<file path="config.mk">
export PLATFORM = sky130hd
export DESIGN_NAME = htif_tohost_responder_flat
export DESIGN_NICKNAME = d
export VERILOG_FILES = /design/src/rtl/htif_tohost_responder_pkg.sv /design/src/rtl/htif_tohost_responder_if.sv /design/src/rtl/htif_tohost_responder_console_fifo.sv /design/src/rtl/htif_tohost_responder.sv /design/src/flat_wrapper.sv
export SDC_FILE = /design/constraint.sdc
export NUM_CORES = 1
export LEC_CHECK = 0
export ABC_AREA = 1
export CAP_MARGIN = 20
export CORE_ASPECT_RATIO = 2
export CORE_MARGIN = 4
export CORE_UTILIZATION = 60
export CTS_CLUSTER_SIZE = 16
export DETAILED_ROUTE_END_ITERATION = 6
export DONT_BUFFER_PORTS = 1
export PLACE_DENSITY = 0.81
export REMOVE_ABC_BUFFERS = 1
export SYNTH_ARGS = -nofsm -noshare
export SYNTH_HDL_FRONTEND = slang
export SYNTH_SLANG_ARGS = --single-unit
</file>
<file path="constraint.sdc">
create_clock -name clk -period 2 [get_ports clk]
set_clock_uncertainty 0.15 [all_clocks]
set_input_delay 0.1 -clock clk [delete_from_list [all_inputs] [get_ports clk]]
set_output_delay 0.1 -clock clk [all_outputs]
set_load 0.02 [all_outputs]
</file>
<file path="src/rtl/htif_tohost_responder_pkg.sv">
// HTIF responder shared types: default register addresses, exit-status FSM states, pass code.
// Latency: none (types and constants only).
// Backpressure: none (types and constants only).
package htif_pkg;

    localparam logic [31:0] TOHOST_ADDR_DEF   = 32'h0000_1000;
    localparam logic [31:0] FROMHOST_ADDR_DEF = 32'h0000_1040;
    localparam logic [31:0] CONSOLE_ADDR_DEF  = 32'h0000_1080;
    localparam logic [31:0] TIMEOUT_DEF       = 32'd5000;
    localparam logic [31:0] PASS_CODE         = 32'h1;

    typedef enum logic [1:0] {
        S_RUN,
        S_PASS,
        S_FAIL,
        S_TIMEOUT
    } htif_state_e;

    // An odd tohost value ends the test; 1 means pass, anything else carries the failing test number.
    function automatic logic is_exit_code(input logic [31:0] w);
        return w[0];
    endfunction

endpackage

</file>
<file path="src/rtl/htif_tohost_responder_if.sv">
// Core data bus port of the HTIF responder: request valid/ready, one-cycle response pulse.
// Latency: n/a (signal bundle).
// Backpressure: req_ready from the slave stalls the master's request.
interface htif_tohost_responder_if;
    logic        req_valid;
    logic        req_ready;
    logic        req_we;
    logic [31:0] req_addr;
    logic [31:0] req_wdata;
    logic        resp_valid;
    logic [31:0] resp_rdata;

    modport master (
        output req_valid, req_we, req_addr, req_wdata,
        input  req_ready, resp_valid, resp_rdata
    );

    modport slave (
        input  req_valid, req_we, req_addr, req_wdata,
        output req_ready, resp_valid, resp_rdata
    );
endinterface

</file>
<file path="src/rtl/htif_tohost_responder_console_fifo.sv">
// Synchronous console byte FIFO, valid/ready on both sides.
// Latency: a pushed entry is visible at the head one cycle after the push.
// Backpressure: push_ready drops when full, unless a pop in the same cycle frees a slot.
module htif_console_fifo #(
    parameter int DEPTH = 4,
    parameter int W     = 8
) (
    input  logic         clk,
    input  logic         rst,
    input  logic         push_valid,
    output logic         push_ready,
    input  logic [W-1:0] push_data,
    output logic         pop_valid,
    input  logic         pop_ready,
    output logic [W-1:0] pop_data
);
    localparam int AW = $clog2(DEPTH);

    logic [W-1:0]  mem [DEPTH];
    logic [AW-1:0] wr_ptr;
    logic [AW-1:0] rd_ptr;
    logic [AW:0]   count;
    logic          do_push;
    logic          do_pop;

    assign pop_valid  = (count != '0);
    assign pop_data   = mem[rd_ptr];
    // When full, pop_valid is high, so pop_ready alone guarantees a slot frees this cycle.
    assign push_ready = (count != (AW+1)'(DEPTH)) || pop_ready;
    assign do_push    = push_valid && push_ready;
    assign do_pop     = pop_valid && pop_ready;

    always_ff @(posedge clk) begin
        if (do_push) begin
            mem[wr_ptr] <= push_data;
        end
    end

    always_ff @(posedge clk or negedge rst) begin
        if (!rst) begin
            wr_ptr <= '0;
            rd_ptr <= '0;
            count  <= '0;
        end else begin
            if (do_push) wr_ptr <= wr_ptr + 1'b1;
            if (do_pop)  rd_ptr <= rd_ptr + 1'b1;
            case ({do_push, do_pop})
                2'b10:   count <= count + 1'b1;
                2'b01:   count <= count - 1'b1;
                default: count <= count;
            endcase
        end
    end
endmodule

</file>
<file path="src/rtl/htif_tohost_responder.sv">
// HTIF tohost/fromhost bus responder: decodes the test exit write into done/pass/fail, plus a watchdog.
// Latency: response and status update one cycle after request acceptance. Optional console FIFO under HTIF_CONSOLE_EN.
// Backpressure: req_ready is high except for a console write while the console FIFO is full.
module htif_tohost_responder
    import htif_pkg::*;
#(
    parameter logic [31:0] TOHOST_ADDR   = TOHOST_ADDR_DEF,
    parameter logic [31:0] FROMHOST_ADDR = FROMHOST_ADDR_DEF,
    parameter logic [31:0] CONSOLE_ADDR  = CONSOLE_ADDR_DEF,
    parameter logic [31:0] TIMEOUT       = TIMEOUT_DEF,
    parameter int          CON_DEPTH     = 4
) (
    input  logic                          clk,
    input  logic                          rst,
    htif_tohost_responder_if.slave        bus,
    output logic                          done,
    output logic                          pass,
    output logic [30:0]                   fail_code,
    output logic                          timeout,
    output logic                          con_valid,
    input  logic                          con_ready,
    output logic [7:0]                    con_data
);
    htif_state_e state_q, state_d;
    logic [31:0] tohost_q, tohost_d;
    logic [31:0] fromhost_q;
    logic [31:0] cycle_q;
    logic [30:0] fail_code_q, fail_code_d;
    logic        resp_valid_q;
    logic [31:0] resp_rdata_q;
    logic [31:0] rdata_mux;
    logic        acc;
    logic        is_con;
    logic        tohost_wr;
    logic        fromhost_wr;
    logic        wd_expire;

    assign is_con      = (bus.req_addr == CONSOLE_ADDR);
    assign acc         = bus.req_valid && bus.req_ready;
    assign tohost_wr   = acc && bus.req_we && (bus.req_addr == TOHOST_ADDR);
    assign fromhost_wr = acc && bus.req_we && (bus.req_addr == FROMHOST_ADDR);
    assign wd_expire   = (TIMEOUT != 32'd0) && (cycle_q == TIMEOUT - 32'd1);

`ifdef HTIF_CONSOLE_EN
    logic con_push_ready;

    assign bus.req_ready = !(bus.req_we && is_con) || con_push_ready;

    htif_console_fifo #(
        .DEPTH (CON_DEPTH),
        .W     (8)
    ) u_console_fifo (
        .clk        (clk),
        .rst        (rst),
        .push_valid (acc && bus.req_we && is_con),
        .push_ready (con_push_ready),
        .push_data  (bus.req_wdata[7:0]),
        .pop_valid  (con_valid),
        .pop_ready  (con_ready),
        .pop_data   (con_data)
    );
`else
    logic [2:0] unused_con;

    assign bus.req_ready = 1'b1;
    assign con_valid     = 1'b0;
    assign con_data      = 8'h00;
    assign unused_con    = {con_ready, is_con, CON_DEPTH[0]};
`endif

    always_comb begin
        state_d     = state_q;
        tohost_d    = tohost_q;
        fail_code_d = fail_code_q;
        if (state_q == S_RUN) begin
            if (tohost_wr && (bus.req_wdata != 32'd0)) begin
                tohost_d = bus.req_wdata;
                if (bus.req_wdata == PASS_CODE) begin
                    state_d = S_PASS;
                end else if (is_exit_code(bus.req_wdata)) begin
                    state_d     = S_FAIL;
                    fail_code_d = bus.req_wdata[31:1];
                end
            end
            // An exit write in the expiry cycle has already moved state_d, so it takes priority.
            if ((state_d == S_RUN) && wd_expire) begin
                state_d = S_TIMEOUT;
            end
        end
    end

    always_comb begin
        rdata_mux = 32'd0;
        if (bus.req_addr == TOHOST_ADDR) begin
            rdata_mux = tohost_q;
        end else if (bus.req_addr == FROMHOST_ADDR) begin
            rdata_mux = fromhost_q;
        end
    end

    always_ff @(posedge clk or negedge rst) begin
        if (!rst) begin
            state_q      <= S_RUN;
            tohost_q     <= 32'd0;
            fromhost_q   <= 32'd0;
            cycle_q      <= 32'd0;
            fail_code_q  <= 31'd0;
            resp_valid_q <= 1'b0;
            resp_rdata_q <= 32'd0;
        end else begin
            state_q      <= state_d;
            tohost_q     <= tohost_d;
            fail_code_q  <= fail_code_d;
            resp_valid_q <= acc;
            resp_rdata_q <= (acc && !bus.req_we) ? rdata_mux : 32'd0;
            if (fromhost_wr) begin
                fromhost_q <= bus.req_wdata;
            end
            if ((state_q == S_RUN) && (cycle_q != 32'hFFFF_FFFF)) begin
                cycle_q <= cycle_q + 32'd1;
            end
        end
    end

    assign bus.resp_valid = resp_valid_q;
    assign bus.resp_rdata = resp_rdata_q;
    assign done           = (state_q == S_PASS) || (state_q == S_FAIL);
    assign pass           = (state_q == S_PASS);
    assign timeout        = (state_q == S_TIMEOUT);
    assign fail_code      = fail_code_q;
endmodule
</file>
<file path="src/flat_wrapper.sv">
// flat-port wrapper written by rule: the top's interface ports become plain ports
module htif_tohost_responder_flat import htif_pkg::*;
#(
    parameter logic [31:0] TOHOST_ADDR   = TOHOST_ADDR_DEF,
    parameter logic [31:0] FROMHOST_ADDR = FROMHOST_ADDR_DEF,
    parameter logic [31:0] CONSOLE_ADDR  = CONSOLE_ADDR_DEF,
    parameter logic [31:0] TIMEOUT       = TIMEOUT_DEF,
    parameter int          CON_DEPTH     = 4
)
  (clk, rst, done, pass, fail_code, timeout, con_valid, con_ready, con_data, bus_req_valid, bus_req_we, bus_req_addr, bus_req_wdata, bus_req_ready, bus_resp_valid, bus_resp_rdata);
  htif_tohost_responder_if bus_i ();
  input  logic clk;
  input  logic rst;
  output logic done;
  output logic pass;
  output logic [30:0] fail_code;
  output logic timeout;
  output logic con_valid;
  input  logic con_ready;
  output logic [7:0] con_data;
  input wire logic [$bits(bus_i.req_valid)-1:0] bus_req_valid;
  input wire logic [$bits(bus_i.req_we)-1:0] bus_req_we;
  input wire logic [$bits(bus_i.req_addr)-1:0] bus_req_addr;
  input wire logic [$bits(bus_i.req_wdata)-1:0] bus_req_wdata;
  output wire logic [$bits(bus_i.req_ready)-1:0] bus_req_ready;
  output wire logic [$bits(bus_i.resp_valid)-1:0] bus_resp_valid;
  output wire logic [$bits(bus_i.resp_rdata)-1:0] bus_resp_rdata;
  assign bus_i.req_valid = bus_req_valid;
  assign bus_i.req_we = bus_req_we;
  assign bus_i.req_addr = bus_req_addr;
  assign bus_i.req_wdata = bus_req_wdata;
  assign bus_req_ready = bus_i.req_ready;
  assign bus_resp_valid = bus_i.resp_valid;
  assign bus_resp_rdata = bus_i.resp_rdata;
  htif_tohost_responder #(.TOHOST_ADDR(TOHOST_ADDR), .FROMHOST_ADDR(FROMHOST_ADDR), .CONSOLE_ADDR(CONSOLE_ADDR), .TIMEOUT(TIMEOUT), .CON_DEPTH(CON_DEPTH)) u_core (.clk(clk), .rst(rst), .bus(bus_i), .done(done), .pass(pass), .fail_code(fail_code), .timeout(timeout), .con_valid(con_valid), .con_ready(con_ready), .con_data(con_data));
endmodule
</file>
Word-level counts from Yosys, hierarchy flattened
Cells that the tools add are included.
Storage, ports and cells
  bits in registers: 162
  input bits: 69
  output and inout bits: 77
  logic and storage cells: 39
Cells by class
  $add $sub $neg: 1
  equality and inequality tests: 8
  multiplexer cells: 8
  bitwise logic cells: 1
  reductions and logical operators: 14
Operator list (count)
  $eq 32x13->1 const B: 3
  $mux 32: 3
  $add 32x1->32 const B: 1
  $eq 32x1->1 const B: 1
  $ne 32x32->1 const B: 1
  $reduce_bool 32->1: 1
  $mux 2: 5
  $logic_and 1x1->1: 7
  $eq 2x2->1 const B: 2
  $logic_not 2->1: 2
  $reduce_and 4->1: 1
  $eq 2x1->1 const B: 1
  $reduce_and 2->1: 1
  $logic_not 1->1: 1
  $logic_or 1x1->1: 1
  $not 1->1: 1

Longest topological paths before layout
  word-level depth: 8
  mapped depth: 13
  mapped depth without buffers: 13

Worst setup path before layout
Ideal clock, no wire load.
  kind: reg-to-reg
  start: reg u_core.cycle_q[0]
  end: reg u_core.cycle_q[28]
  setup time: 0.122 ns
  arrival time: 1.529 ns
  data required time: 1.728 ns
  path slack: 0.199 ns
  cell stages (with the launch flop): 10
  path buffers: 0
  period minus slack after synthesis: 1.801 ns
  path through: dfrtp_1 ha_1 nand3_1 nor3_1 nand2_1 nor2_1 nand4_1 nor2_1 nand2_1 xor2_1
Between the ends
  cells in the longest elaborated chain, start to end: 2
  elaborated cells on any way between the ends: 3
  classes of those cells: add/sub: 1; eq/ne: 1; reduce/logical: 1
RTL lines
  from (decl): RTL line htif_tohost_responder.sv:27  | logic [31:0] cycle_q;
  from (signal assigned): RTL line htif_tohost_responder.sv:120  | cycle_q <= cycle_q + 32'd1;
  branches (longest 2 deep; another with $add 32x1->32)
Parallel ways; which one is timed is not known.
A chain may end at the register's enable or synchronous reset.

Worst setup path in the final report
  start: reg u_core.state_q[0]
  end: reg u_core.fail_code_q[5], in the netlist u_core.fail_code[5]
Between the ends
  cells in the longest elaborated chain, start to end: 2
RTL lines
  from (decl): RTL line htif_tohost_responder.sv:24  | htif_state_e state_q, state_d;
  from (signal assigned): RTL line htif_tohost_responder.sv:111  | state_q <= state_d;
  $logic_not 2->1: RTL line htif_tohost_responder.sv:75  | if (state_q == S_RUN) begin
  $reduce_and 4->1 (no source line)
  to (signal assigned): RTL line htif_tohost_responder.sv:113  | fail_code_q <= fail_code_d;
  to (decl): RTL line htif_tohost_responder.sv:28  | logic [30:0] fail_code_q, fail_code_d;
Every way passes these cells.

==> metrics.cfg <==
[synthesis]
yosysSeqAreaShare_pct=52.7
ys_warn_count=0
yosysMostFrequentCell=nand2_1
synth_area_leader_cell=dfrtp_1
syn_area_um2=7700
syn_area_per_cell_um2=8.16
synthCells=944
synth_edf_count=0
synthFlopType=dfrtp_1
synthTopCellsByCount=nand2_1, dfrtp_1, nor2_1, inv_1, o21ai_0
async_flop_share_pct=100
synthDistinctLibCells=30
ys_seq_elements=162
ys_top_cells_by_area=dfrtp_1, nand2_1, nor2_1, o21ai_0, inv_1
yosysTopAreaCellShare_pct=52.7

[sta]
setup_viol=0
hold_viol=162
worstMarginPinSlew_ns=0.618
rsz0062_at_grt=false
max_freq_mhz=518
slew_viol_final=0
fin_crit_ns=1.93
max_slew_margin_pct=58.8
period_share_pct=96.5
hold_ws_ns=-0.776

[worst_setup_path]
slowest_delay_ns=0.43
r2r-start=u_core.state_q[0]
path_cells=inv_1, ha_1, inv_1, nor2_8, nand3_4, buf_12, nand2_1, o21ai_2
cpMaxStageDelayCell=dfrtp_1
crit_arrival_ns=2.08
path_common_cell=inv_1
ff2ff_path_depth=8
required_ns=2.15
regToRegSetupSlack_ns=0.07
crit_fanout=19
r2r_end=u_core.fail_code[5]
crit_path_start_kind=register
path_class=reg2reg
endpoint_kind=register

[placed_design]
routabilityCongestion=0.990
io_buffers=0
placed_cells=1112
dp_hpwl_um=13700

[global_routing]
grt.overflow.total=0
grt_pass1_wl_um=33300
grt_pass1_vias=6941
grt_max_degree=163
grt.total_usage_pct=29.5
antenna_found_initial=0

[clocking]
cts_inserted_buffers=17
clkLatencyLatePin_ns=0.42
cts.sinks=162
cts_tree=built
root_buffer=clkbuf_16
htreeDepth=4
hold_buffers=34
clk_pin_slew_ns=0.06
clk_path_buf_depth=2

[final_layout]
final_cells=1179
regArea_um2=4050
fill_cells=886
final_nets=1090
diodes=0
syn_to_final_growth_pct=18.9
multiInputGateArea_um2=3170
drive_gt1_share_pct=13.7

[floorplanning]
row_count=58
die_x_um=88.1
die_height_um=168
start_util_pct=61.3
ioPinCount=146
die_area_um2=14800
core_area_um2=12600

[pwr]
peakVddDrop_mv=0.606
power_density_nw_per_um2=745
p_leak_uw=0.00450
power.total_uw=6820

[route]
routed_wl_um=21300
wl_per_cell_um=18.1
drc=0
first_pass_iters=7
drtIter0Drc=432
postRouteAntennaNets=0
vias_per_cell=5.58
vias=6576

[run_status]
violations=hold timing
status=finished, violations left

[min_path]
hold_class=in2async

[run]
cap_violations=0

-- through the flow --
step	hold WS (ns)	setup TNS, ns	worst slack, ns	instance area, µm²	util, %
floorplan	-0.346	-39.08	-0.741	7480	-
global placement	-0.340	0	0.0429	8110	64.6
detailed placement	-0.340	0	0.00726	8110	64.6
CTS	-0.792	0	0.00889	9060	72.2
global route	-0.794	0	0.0111	9160	72.9
finish	-0.776	0	0.0692	9160	72.9
-- what timing repair did --
item                                   4_1_cts  5_1_grt
setup endpoints to repair                    1       82
cloned                                       0        1
gates resized for setup                      1       18
pin swaps                                    0        1
endpoints found under the hold margin      261      162
buffers inserted                             0        1
-- cells in the final DEF, fill, tap and decap left out, types with 17 or more instances in the layout --
| cell type | instances |
|---|---|
| buf_4 | 51 |
| dlygate4sd3_1 | 33 |
| o21ai_0 | 68 |
| nor2_1 | 97 |
| inv_1 | 80 |
| a21oi_1 | 32 |
| dfrtp_1 | 162 |
| o21ai_2 | 30 |
| nor3_1 | 17 |
| clkbuf_16 | 18 |
| nand3_1 | 20 |
| nand2_1 | 309 |
| xor2_1 | 25 |
-- layout make-up --
class	instances	area share, %
Sequential cell	162	44.3
Multi-Input combinational cell	663	34.6
Timing Repair Buffer	90	8.98
Clock buffer	18	4.80
Inverter	83	3.43
Tap cell	150	2.05
Clock inverter	13	1.90
-- routing by layer --
metal  track usage, %  vias up  wire length (µm)
met4             19.3        0              1330
li1                 -     3093                 -
met3             7.15       79              1310
met2             52.5      269             11600
met5                0        -                 0
met1             29.3     3135              7050
-- report_power, final --
part           total [µW]  internal [µW]  switching (µW)
registers            3280           3280            1.75
logic                 176           67.6             108
clock network        3370           2010            1350
-- sequential cells by signal (all words and copies together), names as in the netlist --
name / count
u_core.bus.resp_rdata: 32
u_core.bus.resp_valid: 1
u_core.state_q: 2
u_core.fail_code: 31
u_core.tohost_q: 32
u_core.fromhost_q: 32
u_core.cycle_q: 32
-- worst max-delay path: cells and delay by family (launching register included) --
| family | cells | cell delay [ns] |
|---|---|---|
| buffers and inverters | 3 | 0.47 |
| adders and majority gates | 1 | 0.24 |
| AOI/OAI and AO/OA | 1 | 0.09 |
| and+or+nand+nor | 3 | 0.41 |
| DFF | 1 | 0.43 |
-- cell families after synthesis --
group / Yosys count / synth area share [%]
and+or+nand+nor: 479 / 25.3
DFF: 162 / 52.7
AOI/OAI and AO/OA: 140 / 10.6
buffers and inverters: 127 / 7.33
xor gates and xnor gates: 30 / 3.41
adders and majority gates: 4 / 0.650
other: 2 / 0.0975
-- how the worst max path moves through the flow --
stage / startpoint / to / cells after the start
after floorplan: bus_req_addr[31] / u_core.fail_code[0] / 10
after global placement: u_core.cycle_q[0] / u_core.cycle_q[21] / 10
after detailed placement: u_core.cycle_q[0] / u_core.cycle_q[25] / 12
after CTS: u_core.cycle_q[1] / u_core.cycle_q[24] / 9
after global routing: u_core.cycle_q[15] / u_core.state_q[1] / 12
final: u_core.state_q[0] / u_core.fail_code[5] / 8
Note: power is estimated with default switching activity, not from simulation.
